## src/rtl/rs_issue_arb.sv

```systemverilog
// rs_issue_arb: dual-slot issue arbiter for a reservation station with round-robin
// priority and multiplier occupancy tracking; define MULT_PIPELINED_EN for a pipelined multiplier.
module rs_issue_arb #(
  parameter int RS_SIZE  = 16,
  parameter int MULT_LAT = 4
) (
  input  logic                         clock,
  input  logic                         reset,
  input  logic                         enable,
  input  logic                         squash_signal_in,
  input  logic [RS_SIZE-1:0]           ready,
  input  logic [2*RS_SIZE-1:0]         fu_type,
  output logic [RS_SIZE-1:0]           free,
  output logic [1:0]                   issue_valid,
  output logic [2*$clog2(RS_SIZE)-1:0] issue_idx,
  output logic                         mult_busy
);

  localparam int IDX_W = $clog2(RS_SIZE);
  localparam logic [1:0] FU_ALU  = 2'b00;
  localparam logic [1:0] FU_MULT = 2'b01;
  localparam logic [1:0] FU_MEM  = 2'b10;
  localparam logic [1:0] FU_BR   = 2'b11;
  localparam logic [IDX_W-1:0] IDX_ZERO = {IDX_W{1'b0}};
  localparam logic [IDX_W-1:0] LAST_IDX = IDX_W'(RS_SIZE - 1);

  logic [IDX_W-1:0] rr_ptr_r;
  logic [IDX_W-1:0] rr_ptr_nxt_s;
  logic [IDX_W-1:0] slot0_idx_s;
  logic [IDX_W-1:0] slot1_idx_s;
  logic [IDX_W-1:0] cand_s;
  logic [1:0]       slot_vld_s;
  logic [1:0]       ftype_s;
  logic             took_mult_s;
  logic             took_mem_s;
  logic             took_br_s;
  logic             elig_s;
  logic             grant_mult_s;
  logic             mult_busy_s;
  int               pos_s;

  function automatic logic [IDX_W-1:0] wrap_inc(input logic [IDX_W-1:0] idx);
    if (idx == LAST_IDX) begin
      wrap_inc = IDX_ZERO;
    end else begin
      wrap_inc = idx + IDX_W'(1);
    end
  endfunction

  // Walk entries from rr_ptr in wrap order, filling slot 0 then slot 1 with eligible entries
  always_comb begin
    slot_vld_s  = 2'b00;
    slot0_idx_s = IDX_ZERO;
    slot1_idx_s = IDX_ZERO;
    took_mult_s = 1'b0;
    took_mem_s  = 1'b0;
    took_br_s   = 1'b0;
    pos_s       = 0;
    cand_s      = IDX_ZERO;
    ftype_s     = FU_ALU;
    elig_s      = 1'b0;
    if (reset && enable && !squash_signal_in) begin
      for (int k = 0; k < RS_SIZE; k++) begin
        pos_s = int'(rr_ptr_r) + k;
        if (pos_s >= RS_SIZE) begin
          pos_s = pos_s - RS_SIZE;
        end else begin
          pos_s = pos_s;
        end
        cand_s  = IDX_W'(pos_s);
        ftype_s = fu_type[{cand_s, 1'b0} +: 2];
        case (ftype_s)
          FU_ALU:  elig_s = 1'b1;
          FU_MULT: elig_s = !mult_busy_s && !took_mult_s;
          FU_MEM:  elig_s = !took_mem_s;
          FU_BR:   elig_s = !took_br_s;
          default: elig_s = 1'b0;
        endcase
        if (ready[cand_s] && elig_s && !slot_vld_s[1]) begin
          if (slot_vld_s[0]) begin
            slot_vld_s[1] = 1'b1;
            slot1_idx_s   = cand_s;
          end else begin
            slot_vld_s[0] = 1'b1;
            slot0_idx_s   = cand_s;
          end
          took_mult_s = took_mult_s | (ftype_s == FU_MULT);
          took_mem_s  = took_mem_s  | (ftype_s == FU_MEM);
          took_br_s   = took_br_s   | (ftype_s == FU_BR);
        end else begin
          slot_vld_s = slot_vld_s;
        end
      end
    end else begin
      slot_vld_s = 2'b00;
    end
  end

  assign grant_mult_s = took_mult_s;
  assign issue_valid  = slot_vld_s;
  assign issue_idx    = {slot1_idx_s, slot0_idx_s};
  assign free         = (slot_vld_s[0] ? (RS_SIZE'(1) << slot0_idx_s) : {RS_SIZE{1'b0}})
                      | (slot_vld_s[1] ? (RS_SIZE'(1) << slot1_idx_s) : {RS_SIZE{1'b0}});
  assign mult_busy    = mult_busy_s;

  // Pointer moves past the last entry granted in search order; squash rewinds it
  always_comb begin
    if (squash_signal_in) begin
      rr_ptr_nxt_s = IDX_ZERO;
    end else if (slot_vld_s[1]) begin
      rr_ptr_nxt_s = wrap_inc(slot1_idx_s);
    end else if (slot_vld_s[0]) begin
      rr_ptr_nxt_s = wrap_inc(slot0_idx_s);
    end else begin
      rr_ptr_nxt_s = rr_ptr_r;
    end
  end

  // Round-robin pointer register
  always_ff @(posedge clock) begin
    if (!reset) begin
      rr_ptr_r <= IDX_ZERO;
    end else begin
      rr_ptr_r <= rr_ptr_nxt_s;
    end
  end

`ifdef MULT_PIPELINED_EN
  logic unused_grant_mult_s;
  assign unused_grant_mult_s = grant_mult_s;
  assign mult_busy_s         = 1'b0;
`else
  logic [3:0] mult_cnt_r;
  logic [3:0] mult_cnt_nxt_s;

  // Occupancy counter counts down independently of enable; squash abandons it
  always_comb begin
    if (squash_signal_in) begin
      mult_cnt_nxt_s = 4'd0;
    end else if (grant_mult_s) begin
      mult_cnt_nxt_s = 4'(MULT_LAT - 1);
    end else if (mult_cnt_r != 4'd0) begin
      mult_cnt_nxt_s = mult_cnt_r - 4'd1;
    end else begin
      mult_cnt_nxt_s = mult_cnt_r;
    end
  end

  // Multiplier occupancy register
  always_ff @(posedge clock) begin
    if (!reset) begin
      mult_cnt_r <= 4'd0;
    end else begin
      mult_cnt_r <= mult_cnt_nxt_s;
    end
  end

  // Gated by reset so busy reads 0 before the first reset edge has landed
  assign mult_busy_s = reset && (mult_cnt_r != 4'd0);
`endif

endmodule

```

## config.mk

```make
export PLATFORM = sky130hd
export DESIGN_NAME = rs_issue_arb
export DESIGN_NICKNAME = d
export VERILOG_FILES = /design/src/rtl/rs_issue_arb.sv
export SDC_FILE = /design/constraint.sdc
export NUM_CORES = 1
export LEC_CHECK = 0
export BUFFER_PORTS_ARGS = -buffer_cell sky130_fd_sc_hd__buf_2
export CORE_AREA = 5 5 85 166
export CTS_CLUSTER_SIZE = 25
export DETAILED_ROUTE_END_ITERATION = 12
export DIE_AREA = 0 0 90 171
export PLACE_DENSITY = 0.8
export SYNTH_ARGS = -nofsm -noshare
export SYNTH_HDL_FRONTEND = slang
export SYNTH_SLANG_ARGS = --single-unit
```

## constraint.sdc

```tcl
create_clock -name clock -period 17.56 [get_ports clock]
set_clock_uncertainty 0.15 [all_clocks]
set_input_delay 3.512 -clock clock [delete_from_list [all_inputs] [get_ports clock]]
set_output_delay 3.512 -clock clock [all_outputs]
set_load 0.01 [all_outputs]
```

After elaboration in Yosys (flattened, before gate mapping)
Index checks and enable logic that the tools add are counted.
{"block": "totals", "regBits": 8, "inputBits": 52, "out_inout_bits": 27}
{"block": "op_classes", "n_addsub": 34, "order_cmp": 32, "eq_ne": 50, "shifts": 18, "n_mux": 324, "n_bitwise": 45, "n_reduce_logical": 133}
{"op": "$shiftx A32 B6 Y2", "count": 16}
{"op": "$mux W4", "count": 116}
{"op": "$mux W1", "count": 142}
{"op": "$lt A4 B5 Y1 const B", "count": 16}
{"op": "$ge A5 B5 Y1 const B", "count": 15}
{"op": "$sub A4 B1 Y4 const B", "count": 17}
{"op": "$bmux W1 S4", "count": 16}
{"op": "$eq A2 B2 Y1 const B", "count": 32}
{"op": "$mux W2", "count": 32}
{"op": "$logic_not A1 Y1", "count": 62}
{"op": "$pmux W1 S4", "count": 15}
{"op": "$logic_and A1 B1 Y1", "count": 49}
{"op": "$or A1 B1 Y1", "count": 43}
{"op": "$add A4 B4 Y5 const B", "count": 8}
{"op": "$eq A2 B1 Y1 const B", "count": 16}
{"op": "$logic_not A2 Y1", "count": 16}
{"op": "$mux W16", "count": 2}
{"op": "$shl A1 B4 Y16 const A", "count": 2}
{"op": "$add A4 B3 Y5 const B", "count": 4}
{"op": "$or A16 B16 Y16", "count": 1}
{"op": "$add A4 B2 Y5 const B", "count": 2}
{"op": "$add A4 B1 Y4 const B", "count": 2}
{"op": "$eq A4 B4 Y1 const B", "count": 2}
{"op": "$reduce_or A3 Y1", "count": 2}
{"op": "7 further kinds", "count": 8}

Logic depth before layout (Yosys ltp)
{"block": "depth", "ltp_word": 135, "depth_mapped": 45, "mapped_depth_nobuf": 37}

Worst setup path before layout
No wires, ideal clock.
{"block": "synth_path", "path_kind": "in2out", "startpoint": "input port fu_type[27]", "endpoint": "output port free[0]", "arrival_ns": 11.787, "required_time_ns": 13.898, "path_slack_ns": 2.111, "stages": 33, "cell_sequence": "mux4_2 mux4_2 a41oi_1 nand2_1 o221ai_4 o211ai_1 and3_1 or3_4 nor4_4 or2_1 buf_4 o21ai_1 o21a_1 or2_1 buf_2 and3_4 o21ai_4 nand2_4 or3_1 a211o_1 and2_4 o311a_1 o31a_1 o32ai_1 o211ai_2 and2_1 buf_2 nor4_1 nor3_1 a211oi_1 inv_1 ha_1 a22o_1"}
{"block": "synth_between", "elab_chain_len": 131}
{"item": "start, declared", "line_no": "12", "source": "input logic [2*RS_SIZE-1:0] fu_type,"}
{"item": "$shiftx A32 B6 Y2", "line_no": "71", "source": "ftype_s = fu_type[{cand_s, 1'b0} +: 2];"}
{"item": "$eq A2 B2 Y1 (tied with other cells)", "line_no": "72, 88"}
{"item": "$reduce_or A3 Y1 (no source line)"}
{"item": "$pmux W1 S2", "line_no": "72", "source": "case (ftype_s)"}
{"item": "$mux W1", "line_no": "62", "source": "if (reset && enable && !squash_signal_in) begin"}
{"item": "$logic_and A1 B1 Y1", "line_no": "79", "source": "if (ready[cand_s] && elig_s && !slot_vld_s[1]) begin"}
{"item": "$mux W1", "line_no": "79"}
{"item": "$mux W1", "line_no": "62"}
{"item": "[115 not listed]"}
{"item": "$mux W1", "line_no": "62"}
{"item": "$logic_and A1 B1 Y1 (2 in series)", "line_no": "79"}
{"item": "$mux W4 (*)", "line_no": "79"}
{"item": "$mux W4 (*)", "line_no": "62"}
{"item": "via issue_idx[4]", "line_no": "15", "source": "output logic [2*$clog2(RS_SIZE)-1:0] issue_idx,"}
{"item": "$shl A1 B4 Y16 (*)", "line_no": "103", "source": "| (slot_vld_s[1] ? (RS_SIZE'(1) << slot1_idx_s) : {RS_SIZE{1'b0}});"}
{"item": "$mux W16 (*)", "line_no": "103"}
{"item": "$or A16 B16 Y16 (*)", "line_no": "103"}
{"item": "end, declared", "line_no": "13", "source": "output logic [RS_SIZE-1:0] free,"}
Mark *: on every way through the listed nets, which the timed path passes. The rest lies on a longest branch. The select of a mux whose other input is x is not followed.

Worst setup path in the final report
{"block": "layout_path", "startpoint": "input port fu_type[21]", "endpoint": "output port free[4]"}
{"block": "layout_between", "elab_chain_len": 131}
{"item": "$shiftx A32 B6 Y2", "line_no": "71"}
{"item": "$eq A2 B2 Y1 (tied with other cells)", "line_no": "72, 88"}
{"item": "$reduce_or A3 Y1 (no source line)"}
{"item": "$pmux W1 S2", "line_no": "72"}
{"item": "$mux W1", "line_no": "62"}
{"item": "$logic_and A1 B1 Y1", "line_no": "79"}
{"item": "$mux W1", "line_no": "79"}
{"item": "$mux W1", "line_no": "62"}
{"item": "[114 not listed]"}
{"item": "$pmux W1 S4", "line_no": "72"}
{"item": "$mux W1", "line_no": "62"}
{"item": "$logic_and A1 B1 Y1 (2 in series)", "line_no": "79"}
{"item": "$mux W4", "line_no": "79"}
{"item": "$mux W4", "line_no": "62"}
{"item": "$shl A1 B4 Y16 (on tied branches)", "line_no": "102, 103"}
{"item": "$mux W16 (on tied branches)", "line_no": "102, 103"}
{"item": "$or A16 B16 Y16 (*)", "line_no": "103"}
Every way passes the cells marked *; elsewhere a longest branch is shown, timed or not. The select of a mux whose other input is x is not followed.

==> flow_summary.ini <==
[floorplanning]
coreArea_mm2 = 0.0128
ios = 79
die_y_um = 171
rows = 59
die_area_mm2 = 0.0154
die_w_um = 90
floorplan.initialDensity = 0.582

[logic_synthesis]
synth_seq_cells = 8
yosysWarnings = 0
async_flop_share = 0
synth_cell_types = 100
synth_common_cells = nand2_1, nor2_1, mux2i_1
synth_top_area_frac = 0.182
syn-num-nets = 1037
synth_edf_count = 0
yosysSeqAreaShare = 0.0216
synth.most_common_cell = nand2_1
synth_ff_type = dfxtp_1
synthTopCellsByArea = mux4_2, mux2i_1, nand2_1
synth_top_area_cell = mux4_2
avgSynthCellArea_um2 = 7.72
syn_inst = 962
netlist_area_mm2 = 0.00743

[timing]
setup_ws_ns = 0.445
setup_violations = 0
finalHoldViolCount = 0
worst_pin_slew_ns = 1.15
slew_headroom = 0.228
drv_slew = 0
post-route-period-util = 0.975
min_period_ns = 17.11
fmax_mhz = 58.4

[critical_path]
critPathSlowestCell = o221ai_2
r2r-start = rr_ptr_r[1]$_SDFFE_PP0P_
cp-startpoint = fu_type[21]
cp-end-kind = output pin
crit_family = compound AO/OA/AOI/OAI gates
worstPathArrival_ns = 13.45
cp_common_cell = a211oi_2
criticalPathCategory = input port to output pin
r2r_cells = 34
crit_buf_inv = 3
r2r_setup_slack_ns = 5.65
cpPeakStageDelay_ns = 0.60
worstPathRequired_ns = 13.90
critPathMaxFanout = 13
start_kind = input port
r2r-end = rr_ptr_r[2]$_SDFFE_PP0P_

[routing]
topRoutingLayerUsed = met4
drc = 0
drtAntennaViolNets = 0
wl_mm = 28.3
wl_met1_mm = 9.64
wl_met3_mm = 2.64
via_count = 8826
drt_first_iter_violations = 1143
drt-pass1-iter-count = 8
post_drt_wl_per_cell_um = 24.4
post_drt_via_cell_ratio = 7.62
met2_length_mm = 13.2

[global_route]
grt_pass1_wl_mm = 43.3
grt.overflow.total = 0
grt_max_degree = 63
antenna_found_initial = 0
grt_pass1_vias = 8379
grt_use_total = 0.344

[placed_design]
dp.cells = 1154
dp_hpwl_mm = 22.2
place_area_mm2 = 0.00784
dp_slack_ns = 0.661
port_buffers = 78
gp_congestion = 1.10

[flow_run]
cap_violations = 0

[clocking]
cts-root-buf = clkbuf_16
cts_made_buffers = 3
clock_sinks = 8
clk_pin_slew_worst_paths_ns = 0.04
clkLatencyLatePin_ns = 0.24
htree_levels = 1
cts_tree = done
clock_path_buffers = 2

[finish]
final_layout_size_suffix_gt1_frac = 0.217
fin_area_mm2 = 0.00792
antenna_cells = 0
fin_cells = 1158
area_growth_pct = 6.63
fin_nets = 1082

[power_and_ir_drop]
power_density_mw_per_mm2 = 69.2
p_leak_nw = 3.05
vdd_drop_max_mv = 0.0746

[status]
status = finished, final reports clean

[worst_hold_path]
hold_end = mult_cnt_r[2]$_SDFFE_PP0P_
holdPathStages = 2
hold_path.class = flip-flop to flip-flop
hold_path_startpoint = mult_cnt_r[2]$_SDFFE_PP0P_
## metal layers
layer  vias up  global-route usage
li1       3868                   -
met5         -                   0
met2       647               0.585
met4         0               0.262
met1      4123               0.390
met3       188              0.0400
## tightest hold or removal path, cell delays in order, from the launching register on
cell and delay [ns]:
dfxtp_1 0.35, xnor2_1 0.08, nor2_1 0.08
## through the flow
| stage | hold WS (ns) | total power [mW] | TNS, ns | util |
|---|---|---|---|---|
| 2_1_floorplan | 0.327 | 0.368 | 0 | - |
| 3_3_place_gp | 0.346 | 0.478 | 0 | 0.614 |
| 3_5_place_dp | 0.393 | 0.484 | 0 | 0.614 |
| 4_1_cts | 0.400 | 0.527 | 0 | 0.620 |
| 5_1_grt | 0.445 | 0.577 | -0.282 | 0.620 |
| 6_report | 0.397 | 0.548 | 0 | 0.620 |
## layout make-up
| type | count | area (um2) |
|---|---|---|
| multi-input cells | 864 | 6850 |
| well taps | 152 | 190 |
| clock buffers | 4 | 78.8 |
| flip-flops and latches | 8 | 166 |
| repair buffers | 90 | 480 |
| inverters | 40 | 155 |
| fillers | 1124 | 4850 |
## logic make-up (layout without fill, tap and decap cells)
group / count (synthesis) / after routing / synth area share
AO/OA/AOI/OAI: 306 / 306 / 0.307
XOR/XNOR: 27 / 27 / 0.0338
adder cells (fa/ha/maj): 24 / 24 / 0.0401
buffers and inverters: 90 / 134 / 0.0572
flip-flops: 8 / 8 / 0.0216
multiplexers: 145 / 145 / 0.301
AND/OR/NAND/NOR: 362 / 362 / 0.239
## cells in the final DEF, fill, tap and decap left out, types with 11 or more instances in the layout
master / Yosys / routed
nand2_1: 131 / 131
buf_2: 9 / 78
nor2_1: 74 / 74
mux2i_1: 70 / 70
mux4_2: 60 / 60
o21ai_0: 57 / 57
a21oi_1: 45 / 45
inv_1: 39 / 39
nand3_1: 24 / 24
nor3_1: 23 / 23
ha_1: 23 / 22
a31oi_1: 17 / 17
xnor2_1: 16 / 16
a211oi_1: 17 / 16
nand2b_1: 14 / 14
and2_1: 13 / 13
a22o_1: 13 / 13
o211ai_1: 12 / 12
buf_4: 9 / 12
mux2_2: 11 / 11
nor2b_1: 11 / 11
o21a_1: 11 / 11
## state kept, by name, summed over array words and instances (netlist names)
register / cells
rr_ptr_r: 4
mult_cnt_r: 4
## worst max-delay path by stage
stage / endpoint / cells past startpoint / slack [ns]
6_report: free[4] / 32 / 0.45
5_1_grt: free[2] / 32 / -0.04
4_1_cts: free[4] / 32 / 0.64
3_5_place_dp: free[4] / 32 / 0.66
3_3_place_gp: free[2] / 32 / 0.87
2_1_floorplan: free[0] / 33 / 2.11
## power breakdown
part,switching [mW],internal [mW],total (mW)
registers,0.00287,0.0217,0.0245
clock network,0.0109,0.0304,0.0413
logic,0.311,0.172,0.483
total,0.325,0.224,0.548
## what timing repair did
action | in CTS | in global routing
setup endpoints to repair | 0 | 12
hold buffers | 0 | 0
gates resized for setup | 0 | 1
setup buffers | 0 | 0
Power figures use the tool's default switching activity.
